## src/rtl/car_lane_left.sv

```systemverilog
// car_lane_left: one lane of three cars that drift left across a grid row
// and wrap from column 0 back to MAX_X. The cars share one step timer, the
// lane can be paused, and it flags a frog standing on any car in its row.
module car_lane_left #(
    parameter int unsigned CLKS_PER_STEP = 12500000,
    parameter int unsigned MAX_X         = 20,
    parameter int unsigned LANE_Y        = 1
) (
    input  logic       i_Clk,
    input  logic       i_Reset,
    input  logic       i_Start,
    input  logic [4:0] i_car0_x,
    input  logic [4:0] i_car1_x,
    input  logic [4:0] i_car2_x,
    input  logic [1:0] i_speed,
    input  logic       i_pause,
    input  logic [4:0] i_frog_x,
    input  logic [3:0] i_frog_y,
    output logic [4:0] o_car0_x,
    output logic [4:0] o_car1_x,
    output logic [4:0] o_car2_x,
    output logic       o_running,
    output logic       o_step,
    output logic       o_hit
);

    localparam logic [4:0]  MaxCol  = 5'(MAX_X);
    localparam logic [3:0]  LaneRow = 4'(LANE_Y);
    localparam logic [31:0] BasePer = 32'(CLKS_PER_STEP);

    typedef enum logic [1:0] {
        StIdle   = 2'd0,
        StRun    = 2'd1,
        StPaused = 2'd2
    } state_e;

    state_e      state;
    logic [31:0] counter;
    logic [4:0]  car_x [3];
    logic        running;
    logic        step;
    logic        hit;

    logic [4:0]  start_x   [3];
    logic [4:0]  clamped_x [3];
    logic [4:0]  moved_x   [3];
    logic [31:0] period_raw;
    logic [31:0] period;
    logic        step_due;
    logic        frog_on_car;

    assign start_x[0] = i_car0_x;
    assign start_x[1] = i_car1_x;
    assign start_x[2] = i_car2_x;

    // Step period follows i_speed every cycle; a zero period means move every cycle.
    always_comb begin
        period_raw = BasePer >> i_speed;
        period     = (period_raw == 32'd0) ? 32'd1 : period_raw;
        // >= rather than == so a speed-up past the current count fires at once
        step_due   = (counter >= (period - 32'd1));
    end

    // Start-column clamping and the one-column-left move with wrap.
    always_comb begin
        for (int i = 0; i < 3; i++) begin
            clamped_x[i] = (start_x[i] > MaxCol) ? MaxCol : start_x[i];
            moved_x[i]   = (car_x[i] == 5'd0) ? MaxCol : (car_x[i] - 5'd1);
        end
    end

    // Frog is on this row and shares a column with at least one car.
    always_comb begin
        frog_on_car = 1'b0;
        if (i_frog_y == LaneRow) begin
            for (int i = 0; i < 3; i++) begin
                if (i_frog_x == car_x[i]) begin
                    frog_on_car = 1'b1;
                end
            end
        end
    end

    // Lane FSM: reset beats start, start beats pause and any pending step.
    always_ff @(posedge i_Clk) begin
        if (i_Reset) begin
            state   <= StIdle;
            counter <= 32'd0;
            for (int i = 0; i < 3; i++) begin
                car_x[i] <= 5'd0;
            end
            running <= 1'b0;
            step    <= 1'b0;
            hit     <= 1'b0;
        end else begin
            // Collision is judged against the positions currently on the outputs.
            hit <= running & frog_on_car;
            if (i_Start) begin
                state   <= StRun;
                counter <= 32'd0;
                for (int i = 0; i < 3; i++) begin
                    car_x[i] <= clamped_x[i];
                end
                running <= 1'b1;
                step    <= 1'b0;
            end else begin
                unique case (state)
                    StIdle: begin
                        counter <= 32'd0;
                        running <= 1'b0;
                        step    <= 1'b0;
                    end
                    // Releasing pause counts in the same cycle, so a count held at
                    // N resumes exactly where it left off.
                    StRun, StPaused: begin
                        running <= 1'b1;
                        if (i_pause) begin
                            state <= StPaused;
                            step  <= 1'b0;
                        end else begin
                            state <= StRun;
                            if (step_due) begin
                                counter <= 32'd0;
                                for (int i = 0; i < 3; i++) begin
                                    car_x[i] <= moved_x[i];
                                end
                                step <= 1'b1;
                            end else begin
                                counter <= counter + 32'd1;
                                step    <= 1'b0;
                            end
                        end
                    end
                    default: begin
                        state   <= StIdle;
                        counter <= 32'd0;
                        running <= 1'b0;
                        step    <= 1'b0;
                    end
                endcase
            end
        end
    end

    assign o_car0_x  = car_x[0];
    assign o_car1_x  = car_x[1];
    assign o_car2_x  = car_x[2];
    assign o_running = running;
    assign o_step    = step;
    assign o_hit     = hit;

endmodule

```

## config.mk

```make
export PLATFORM = sky130hd
export DESIGN_NAME = car_lane_left
export DESIGN_NICKNAME = d
export VERILOG_FILES = /design/src/rtl/car_lane_left.sv
export SDC_FILE = /design/constraint.sdc
export NUM_CORES = 1
export LEC_CHECK = 0
export ABC_CLOCK_PERIOD_IN_PS = 3510
export CAP_MARGIN = 20
export CORE_UTILIZATION = 42
export DETAILED_ROUTE_END_ITERATION = 8
export GPL_ROUTABILITY_DRIVEN = 0
export PLACE_DENSITY = 0.63
export SYNTH_ARGS = -nofsm -noshare
export SYNTH_HDL_FRONTEND = slang
export SYNTH_SLANG_ARGS = --single-unit
```

## constraint.sdc

```tcl
create_clock -name i_Clk -period 3.51 [get_ports i_Clk]
set_input_delay 1.053 -clock i_Clk [delete_from_list [all_inputs] [get_ports i_Clk]]
set_output_delay 1.053 -clock i_Clk [all_outputs]
set_load 0.02 [all_outputs]
```

== After elaboration in Yosys (flattened, before gate mapping) ==
Memories as Yosys holds them, arrays and structs flattened.
Cells that the tools add are included.

* $add $sub $neg: 5
* Bitwise gates (word level): 8
* Order comparisons: 4
* Reductions and logical operators: 8
* Shift operators: 1
* Multiplexer cells: 34
* Equal/unequal tests: 7

{| class="wikitable"
|+ Operators by type and width
! cell !! count
|-
| 32-bit 2-to-1 mux || 2
|-
| 5-bit 2-to-1 mux || 12
|-
| 32-bit by 1-bit adder with 32-bit output, second input constant || 1
|-
| 32-bit greater-or-equal comparator || 1
|-
| 32-bit logical NOT || 1
|-
| 24-bit by 2-bit right shift with 32-bit output, first input constant || 1
|-
| 32-bit by 1-bit subtractor with 32-bit output, second input constant || 1
|-
| 1-bit 2-to-1 mux || 18
|-
| 5-bit == test || 3
|-
| 5-bit > comparator, second input constant || 3
|-
| 5-bit logical NOT || 3
|-
| 5-bit by 1-bit subtractor with 5-bit output, second input constant || 3
|-
| 1-bit bitwise OR || 6
|-
| 4-bit by 1-bit == test with 1-bit output, second input constant || 1
|-
| 2-bit case mux with 2 select lines || 1
|-
| 2-bit OR reduction || 2
|-
| 3-bit OR reduction || 1
|-
| 2-bit by 1-bit == test with 1-bit output, second input constant || 1
|-
| 2-bit == test, second input constant || 1
|-
| 2-bit logical NOT || 1
|-
| 2-bit 2-to-1 mux || 1
|-
| 2-bit inequality test, second input constant || 1
|-
| 1-bit AND || 1
|-
| 1-bit NOT || 1
|}

* Memories: 1
* Memory bits (writable): 15
* Output and inout port bits: 18
* Flip-flop bits (word level): 37

{| class="wikitable"
|+ Memory list
! memory !! depth !! width !! rd ports !! clocked after Yosys merged registers in !! write ports !! line !! text
|-
| car_x || 3 || 5 || 3 || 0 || 3 || 39 || <nowiki>logic [4:0] car_x [3];</nowiki>
|}

== Depth between registers and ports, before layout ==
* Word-level depth: 12
* Gate-level depth with buffers: 13
* Depth with buffers taken out: 11

== Worst setup path after synthesis ==
No wires, ideal clock.

* Path type: input-to-reg
* Start: in i_speed[0]
* End: mem car_x[0][0] (enable)
* Buffers on the path: 1
* Stages on the path: 9
* Setup time: 0.374 ns
* Data arrival time: 3.411 ns
* Path slack: -0.276 ns
* Path through: nor2_1 > inv_1 > ha_1 > nand3_1 > or2_2 > or4b_4 > buf_6 > o21ai_2 > a311o_1

{| class="wikitable"
|+ RTL lines
! item !! line !! text
|-
| from (decl) || 15 || <nowiki>input logic [1:0] i_speed,</nowiki>
|-
| to (decl) || 39 ||
|}

==> flow_summary_export.csv <==
group,metric,value,unit
timing,slew_headroom,51.3,%
timing,rsz0062_at_grt,"false",
cells_and_area,diodes,0,
setup_path,reg2reg_depth,7,
drt,drc,0,
yosys,yosysTopAreaCell,"dfxtp_1",
yosys,synthAdderAreaFrac,11.2,%
setup_path,crit_fanout,8,
place,placedCellCount,574,
yosys,synth_top_family_by_area,"simple AND/OR/NAND/NOR gates",
cells_and_area,drive_gt1_share,11.3,%
cells_and_area,fin_cells,585,
yosys,ys_seq_elements,52,
cells_and_area,final_cell_mix,"clkdlybuf4s50_1, nand2_1, dfxtp_1",
clocking,cts_root_buffer,"clkbuf_8",
cells_and_area,final_nets,542,
min_path,min-delay-start,"o_running",
floorplanning,row_count,33,
yosys,yosys.area_share.simple,20.9,%
timing,worst_pin_slew,723,ps
yosys,synthDistinctLibCells,54,
min_path,worstHoldEndpoint,"o_hit",
power_and_ir_drop,ir_worst_vdd,141,µV
job,maxCapViolCount,0,
grt,grt.total_usage,21.7,%
drt,vias,3292,
floorplanning,die_area,9120,µm²
setup_path,crit_type,"in -> reg",
drt,drtIter0Drc,164,
clocking,path_clk_slew,110,ps
place,dpl.hpwl,6990,µm
clocking,clock_path_buffers,2,
setup_path,r2r_start,"counter[25]",
grt,grt_start_max_net_pins,28,
grt,grt_pass1_wl,15500,µm
clocking,clock_sinks,52,
yosys,synth_xor_xnor_area_share,10.7,%
setup_path,critPathLaunchType,"input port",
place,io_buffers,47,
timing,fin_crit_sh,92.5,%
setup_path,critPathSlowestCell,"or4b_4",
floorplanning,start_util,44.0,%
cells_and_area,design_area,4530,µm²
setup_path,cpPeakStageDelay,580,ps
setup_path,crit_arrival,3410,ps
yosys,ys_seq_area_share,32.4,%
cells_and_area,ff_latch_area,1190,µm²
setup_path,path_cells,"clkbuf_2 > nor2_4 > inv_1 > ha_1 > nand3_1 > or2_2 > or4b_4 > nand2b_4 > o32a_4 > o31ai_1",
grt,grt_pass1_vias,3235,
drt,postRouteAntennaNets,0,
yosys,synthMuxAreaShare,0.272,%
yosys,ys_warn_count,0,
drt,drtPass1Iterations,4,
yosys,async_reset_ff_share,0,%
yosys,synth_compound_area_share,19.4,%
setup_path,critPathRequiredTime,3670,ps
yosys,avgSynthCellArea,8.89,µm²
yosys,synth_edf_count,15,
floorplanning,die_y,95.5,µm
grt,antenna_found_initial,0,
min_path,whs_path_depth,2,
drt,wl,9240,µm
drt,vias_per_cell,5.63,
cells_and_area,multi_input_area,2390,µm²
timing,setup_viol,0,
timing,skew,13.8,ps
drt,wire_per_inst,15.8,µm
timing,max_freq,0.308,GHz
yosys,synth_area_leaders,"dfxtp_1, edfxtp_1, ha_1",
clocking,cts_tree,"yes",
power_and_ir_drop,finalPower,0.00128,W
cells_and_area,fillers,779,
power_and_ir_drop,powerDensity,283,nW/µm²
timing,min_period,3250,ps
power_and_ir_drop,power.leakage,1.76,nW
timing,timing.final.hold_violations,0,
clocking,h-tree-depth,2,
place,place_area,4370,µm²
cells_and_area,final_common_cell,"clkdlybuf4s50_1",
run_status,status,"complete, no violations",
yosys,syn-cell-area,3670,µm²
grt,overflow,0,
cells_and_area,fin_util,54.3,%
floorplanning,core-area,8340,µm²
floorplanning,fp.dieW,95.5,µm
setup_path,r2r-end,"car_x[0][1]",
setup_path,crit_buf_inv,2,
yosys,synth_flop_cell,"dfxtp_1",
clocking,clk_latency,320,ps
clocking,tritoncts.num_buffers,5,
timing,finalMaxSlewViolations,0,
setup_path,r2r_setup_slack,850,ps
yosys,synth_top_area_share,20.2,%
setup_path,end_kind,"register",
yosys,synthCells,413,
setup_path,path_delay_family,"simple AND/OR/NAND/NOR gates",
timing,holdWs,502,ps
min_path,hold_path.class,"reg -> reg",
floorplanning,num_io_pins,48,
cells_and_area,synthToLayoutAreaGrowth,23.3,%
[layer usage]
layer	vias up	track usage [%]	part of all wire [%]
met5	-	0	0
met4	0	5.97	1.2
met3	12	3.03	4.5
met2	81	36.4	46
met1	1558	29.0	48
li1	1641	-	-
[worst max path at each step]
stage,slack (ps),depth (start not counted),endpoint,startpoint
2_1_floorplan,1,12,car_x[0][0],i_speed[1]
3_3_place_gp,-500,9,car_x[0][10],i_speed[0]
3_5_place_dp,-580,9,car_x[0][10],i_speed[0]
4_1_cts,100,10,car_x[0][1],i_speed[0]
5_1_grt,100,12,car_x[0][10],i_speed[0]
6_report,260,10,car_x[0][1],i_speed[0]
[worst register-to-register path: stages (launching register included)]
cell and delay [ps]:
dfxtp_1 370, ha_1 320, nand4_1 160, or2_2 350
or4b_4 580, nand2b_4 180, o32a_4 300, o31ai_1 240
[report_power, final]
part | switching, W | leakage, nW | internal, W
registers | 0.0000236 | 0.460 | 0.000635
clock network | 0.000228 | 0.0506 | 0.000148
logic | 0.000125 | 1.25 | 0.000121
[per-stage QoR]
stage | setup slack [ps] | TNS (ps)
2_1_floorplan | 1.12 | 0
3_3_place_gp | -501 | -22520
3_5_place_dp | -579 | -27450
4_1_cts | 98.6 | 0
5_1_grt | 98.3 | 0
6_report | 264 | 0
[what timing repair did]
item                       in CTS  in global routing
gates resized for setup         4                  5
setup endpoints to repair      53                 24
buffers inserted                2                  0
hold endpoints to repair        0                  0
hold buffers                    0                  0
pin swaps                       3                  0
gates cloned                    1                  0
[cell families (layout without fill, tap and decap cells)]
kind of cell | after synthesis | count (layout)
compound gates | 93 | 94
xor+xnor | 45 | 45
flops | 52 | 52
fa+ha+maj | 33 | 33
mux | 1 | 1
other cells | 2 | 11
buf+inv | 39 | 96
simple gates | 148 | 148
[synthesized netlist by cell type, types with 3 or more instances]
master and instances:
a211oi_1 22, a21o_1 7, a21oi_1 17, clkbuf_1 13
nor2_1 23, nor3_1 16, nand2_1 39, ha_1 33
o21a_1 7, xnor2_1 24, a211o_1 3, and3_1 7
and2_1 3, nand2b_1 4, xor2_1 21, edfxtp_1 15
o22ai_1 3, dfxtp_1 37, o221ai_1 4, o21ai_2 7
or3_1 4, nand3_1 18, buf_6 3, nor2b_1 3
nand4_1 13, inv_1 19, o31ai_1 7, nor4_1 4
a221oi_1 4, nand3b_1 3
[registers in the layout (all words and copies together), names as in the netlist]
signal / flops
o_running: 1
state: 2
o_step: 1
car_x: 15
counter: 32
o_hit: 1
[cell type report]
cell class,count,area share [%]
Clock buffer,5,1.52
Clock inverter,3,0.580
Inverter,19,1.57
Multi-Input combinational cell,332,52.8
Sequential cell,52,26.3
Tap cell,105,2.90
Timing Repair Buffer,69,14.4
(Power assumes the default switching activity.)
